### config.mk
export PLATFORM = sky130hd
export DESIGN_NAME = button_event_gen
export DESIGN_NICKNAME = d
export VERILOG_FILES = /design/src/rtl/button_event_gen.sv
export SDC_FILE = /design/constraint.sdc
export NUM_CORES = 1
export LEC_CHECK = 0
export ABC_CLOCK_PERIOD_IN_PS = 3200
export CELL_PAD_IN_SITES_DETAIL_PLACEMENT = 2
export CELL_PAD_IN_SITES_GLOBAL_PLACEMENT = 2
export CORE_ASPECT_RATIO = 1.2
export CORE_MARGIN = 2
export CORE_UTILIZATION = 39
export CTS_BUF_LIST = sky130_fd_sc_hd__clkbuf_8
export DETAILED_ROUTE_END_ITERATION = 7
export PLACE_DENSITY = 0.88
export SYNTH_ARGS = -nofsm -noshare
export SYNTH_HDL_FRONTEND = slang
export SYNTH_SLANG_ARGS = --single-unit
### constraint.sdc
create_clock -name clk -period 3.2 [get_ports clk]
set_input_delay 0.8 -clock clk [delete_from_list [all_inputs] [get_ports clk]]
set_output_delay 0.8 -clock clk [all_outputs]
set_load 0.02 [all_outputs]
### src/rtl/button_event_gen.sv
// button_event_gen: turns a debounced button level into rise/fall/short/long/repeat event pulses
module button_event_gen #(
    parameter int LONG_CYCLES   = 50000000,
    parameter int REPEAT_CYCLES = 10000000,
    parameter int REPEAT_EN     = 1,
    parameter int CNT_W         = 26
) (
    input  logic clk,
    input  logic reset_n,
    input  logic debounced,
    output logic rise_pulse,
    output logic fall_pulse,
    output logic short_press,
    output logic long_press,
    output logic repeat_pulse,
    output logic held
);
    typedef enum logic [1:0] {IDLE, PRESS, LONG} state_t;
    localparam logic [CNT_W-1:0] LONG_T = CNT_W'(LONG_CYCLES);
    localparam logic [CNT_W-1:0] REP_T  = CNT_W'(REPEAT_CYCLES);
    localparam logic REP_ON = (REPEAT_EN != 0);
    state_t state;
    logic d_q;
    logic [CNT_W-1:0] cnt;
    logic [CNT_W-1:0] cnt_inc;
    assign cnt_inc = cnt + CNT_W'(1);
    // press FSM with registered one-cycle event pulses; a low sample always beats a terminal count
    always_ff @(posedge clk or negedge reset_n) begin
        if (!reset_n) begin
            state        <= IDLE;
            d_q          <= 1'b0;
            cnt          <= '0;
            rise_pulse   <= 1'b0;
            fall_pulse   <= 1'b0;
            short_press  <= 1'b0;
            long_press   <= 1'b0;
            repeat_pulse <= 1'b0;
            held         <= 1'b0;
        end else begin
            d_q          <= debounced;
            rise_pulse   <= 1'b0;
            fall_pulse   <= 1'b0;
            short_press  <= 1'b0;
            long_press   <= 1'b0;
            repeat_pulse <= 1'b0;
            case (state)
                IDLE: begin
                    if (debounced && !d_q) begin
                        state      <= PRESS;
                        rise_pulse <= 1'b1;
                        cnt        <= CNT_W'(1);
                        held       <= 1'b1;
                    end
                end
                PRESS: begin
                    if (!debounced) begin
                        state       <= IDLE;
                        fall_pulse  <= 1'b1;
                        short_press <= 1'b1;
                        cnt         <= '0;
                        held        <= 1'b0;
                    end else if (cnt_inc == LONG_T) begin
                        state      <= LONG;
                        long_press <= 1'b1;
                        cnt        <= '0;
                    end else begin
                        cnt <= cnt_inc;
                    end
                end
                LONG: begin
                    if (!debounced) begin
                        state      <= IDLE;
                        fall_pulse <= 1'b1;
                        cnt        <= '0;
                        held       <= 1'b0;
                    end else if (cnt_inc == REP_T) begin
                        repeat_pulse <= REP_ON;
                        cnt          <= '0;
                    end else begin
                        cnt <= cnt_inc;
                    end
                end
                default: begin
                    state <= IDLE;
                    cnt   <= '0;
                    held  <= 1'b0;
                end
            endcase
        end
    end
endmodule

==> flow_summary.yaml <==
status:
  run_status: "completed"
critical_path:
  data_required_time_of_the_worst_path_ns: 3.39
  end_kind: "register"
  worst-path-max-fanout: 11
  setup.worst_path.class: "register to register"
  crit_path_start_kind: "register"
  arr_time_crit_path_ns: 3.29
grt:
  maximum_number_of_pins_on_one_net_before_global_route_repair: 36
  grt_overflow_total: 0
  track_usage_pct: 29.5
  antenna_found_initial: 0
  grt_pass1_vias: 2882
  grt_pass1_wl_um: 16100
routing:
  dr_total_vias: 2642
  avgViaCountPerCell: 6.48
  dr.pass1.iters: 4
  antenna_violating_nets_left: 0
  detailedRoute.firstIterationViolations: 181
  drcViolationCount: 0
  routed_wirelength_um: 10300
  post_drt_wl_per_cell_um: 25.2
final_layout:
  layout-drive-gt1-share_pct: 18.6
  num-fill-cells: 703
  most-common-layout-cells: "33 x dfrtp_1, 33 x buf_4, 26 x nand2_1"
  stdcell_count: 408
  nNetsFinal: 330
  antenna_cells_inserted: 0
  area_delta_synth_final_pct: 17.0
sta:
  final.period_utilization_pct: 97.0
  max_slew_margin_pct: 42.8
  fmax_mhz: 322
  finalHoldViolCount: 0
  time_the_worst_path_needs_with_i_o_delays_and_setup_ns: 3.10
  worstMarginPinSlew_ns: 0.858
  slew_violations: 0
  worst_clock_skew_ns: 0.0115
  report.final.setup_viol: 0
  finalWorstSetupSlack_ns: 0.0970
  hold-worst-slack_ns: 0.555
  finalSetupTns_ns: 0
floorplan:
  top_level_ports: 9
  standard_cell_rows: 32
  die-area_mm2: 0.00726
  initial_core_util_pct: 40.1
  coreArea_mm2: 0.00641
  fp.dieH_um: 92.9
  die_width_um: 78.1
cts:
  cts_max_level: 2
  cts_root_buffer: "clkbuf_8"
  worst_setup_hold_path_clk_slew_ns: 0.08
  clockBufferDepth: 2
  clock_tree_from_tritoncts: "built"
  cts_made_buffers: 5
  worst_skew_pair.late_latency_ns: 0.30
  tritoncts_num_sinks: 35
yosys:
  yosysWarningCount: 0
  synth_sequential_area_ratio_pct: 34.1
  synthArstFlopShare_pct: 100
  synth.top_cells.by_area: "dfrtp_1 34%, a21o_1 4.1%, a221oi_1 4.1%, nand2_1 3.8%, nand3_1 3.7%"
  yosys.area.top_type_share_pct: 34.1
  synth_fp_nets: 309
  synthCells: 301
  synth_area_per_cell_um2: 8.54
  netlist_area_before_placement_mm2: 0.00257
  ys_ff_latch: 35
  synthFlopType: "dfrtp_1"
  synth-edff-count: 0
  synth_cell_types: 55
  synth_area_leader_cell: "dfrtp_1"
hold_path:
  holdCritPathClass: "register to register"
pwr:
  p_seq_share_pct: 33.7
  total_leakage_power_nw: 1.25
  power.clock.fraction_pct: 24.5
  cell_internal_pwr_mw: 0.877
  max-vdd-ir-drop_uv: 453
  p_sw_mw: 0.635
  switching_part_of_the_total_pct: 42.0
  totalPowerFinal_mw: 1.51
  p_comb_share_pct: 41.7
  pwr_density_mw_per_mm2: 503
place:
  place.gp.congestion: 0.957
  dp.cells: 399
  place_ws_ns: 0.0735
  hpwl_um: 7110
  port_buffers: 8
job:
  cap_violations: 0
-- stage by stage --
| stage | cell area, um^2 | utilization [%] |
|---|---|---|
| 3_3_place_gp | 2870 | 44.8 |
| 5_1_grt | 3010 | 46.9 |
| 4_1_cts | 2970 | 46.4 |
| 2_1_floorplan | 2570 | - |
| 6_report | 3010 | 46.9 |
| 3_5_place_dp | 2870 | 44.8 |
-- cell type report --
| cell class | count | area [um^2] | area share [%] |
|---|---|---|---|
| Timing Repair Buffer | 41 | 323 | 10.7 |
| Clock buffer | 7 | 96.3 | 3.20 |
| Multi-Input combinational cell | 233 | 1580 | 52.4 |
| Sequential cell | 35 | 878 | 29.2 |
| Inverter | 6 | 22.5 | 0.749 |
| Clock inverter | 1 | 3.75 | 0.125 |
| Tap cell | 85 | 106 | 3.54 |
-- worst max-delay path, cell delays in order, from the launching register on --
cell and delay, ns:
dfrtp_1 0.36, ha_2 0.23, buf_4 0.18, nand4_1 0.13
nor4_1 0.31, buf_4 0.22, nand4_1 0.18, a2111o_1 0.55
o21ai_4 0.22, buf_4 0.23, a211oi_1 0.11, a221o_1 0.27
-- layer usage --
metal | track usage (%) | wire (um) | vias to the layer above
met1 | 33.0 | 4080 | 1376
li1 | - | - | 1183
met4 | 10.8 | 184 | 0
met5 | 0 | 0 | -
met3 | 4.19 | 395 | 14
met2 | 55.8 | 5620 | 69
-- state kept, by name, summed over array words and instances (netlist names) --
name          flops
cnt              26
state             2
d_q               1
fall_pulse        1
held              1
long_press        1
repeat_pulse      1
rise_pulse        1
short_press       1
-- path summary, 6_finish.rpt --
kind	from	to	slack, ns	cells after the start
min reg2reg	held	held	0.56	1
min	held	held	0.56	1
min in group asynchronous	reset_n	cnt[6]	0.61	1
max in group asynchronous	reset_n	cnt[3]	2.00	1
max reg2reg	cnt[1]	cnt[13]	0.1	11
max	cnt[1]	cnt[13]	0.1	11
-- power groups by stage --
stage          Combinational, mW  Clock, mW  Sequential [mW]
2_1_floorplan              0.326          0            0.539
3_3_place_gp               0.573          0            0.511
3_5_place_dp               0.598          0            0.518
4_1_cts                    0.612      0.373            0.510
5_1_grt                    0.677      0.391            0.515
6_report                   0.631      0.371            0.510
-- synth_stat cells, drive strengths merged (3+ instances only) --
cell    instances
a211oi          8
a21o           14
a21oi           4
a221o           5
a221oi         12
a22o            3
a31oi           7
and2            3
and3            4
buf            12
clkbuf         15
dfrtp          35
ha              5
inv             6
nand2          27
nand2b         11
nand3          19
nand4          14
nand4b          3
nor2           14
nor2b           3
nor3            8
nor3b           5
nor4            5
o21ai          18
o31ai           3
or2             4
or3             5
xnor2           5
xor2            4
-- repair_timing --
| item | CTS | global route |
|---|---|---|
| setup buffers | 0 | 1 |
| hold buffers | 0 | 0 |
| endpoints found under the setup margin | 0 | 26 |
| endpoints found under the hold margin | 0 | 0 |
| gates resized for setup | 0 | 8 |
-- kinds of logic after synthesis --
logic type	Yosys count	share of synthesized area, %
AO/OA/AOI/OAI	88	26.1
XOR/XNOR	9	3.07
adder cells (fa/ha/maj)	5	2.43
buffers and inverters	33	5.60
flip-flops	35	34.1
AND/OR/NAND/NOR	131	28.7
Note: power is estimated with default switching activity, not from simulation.
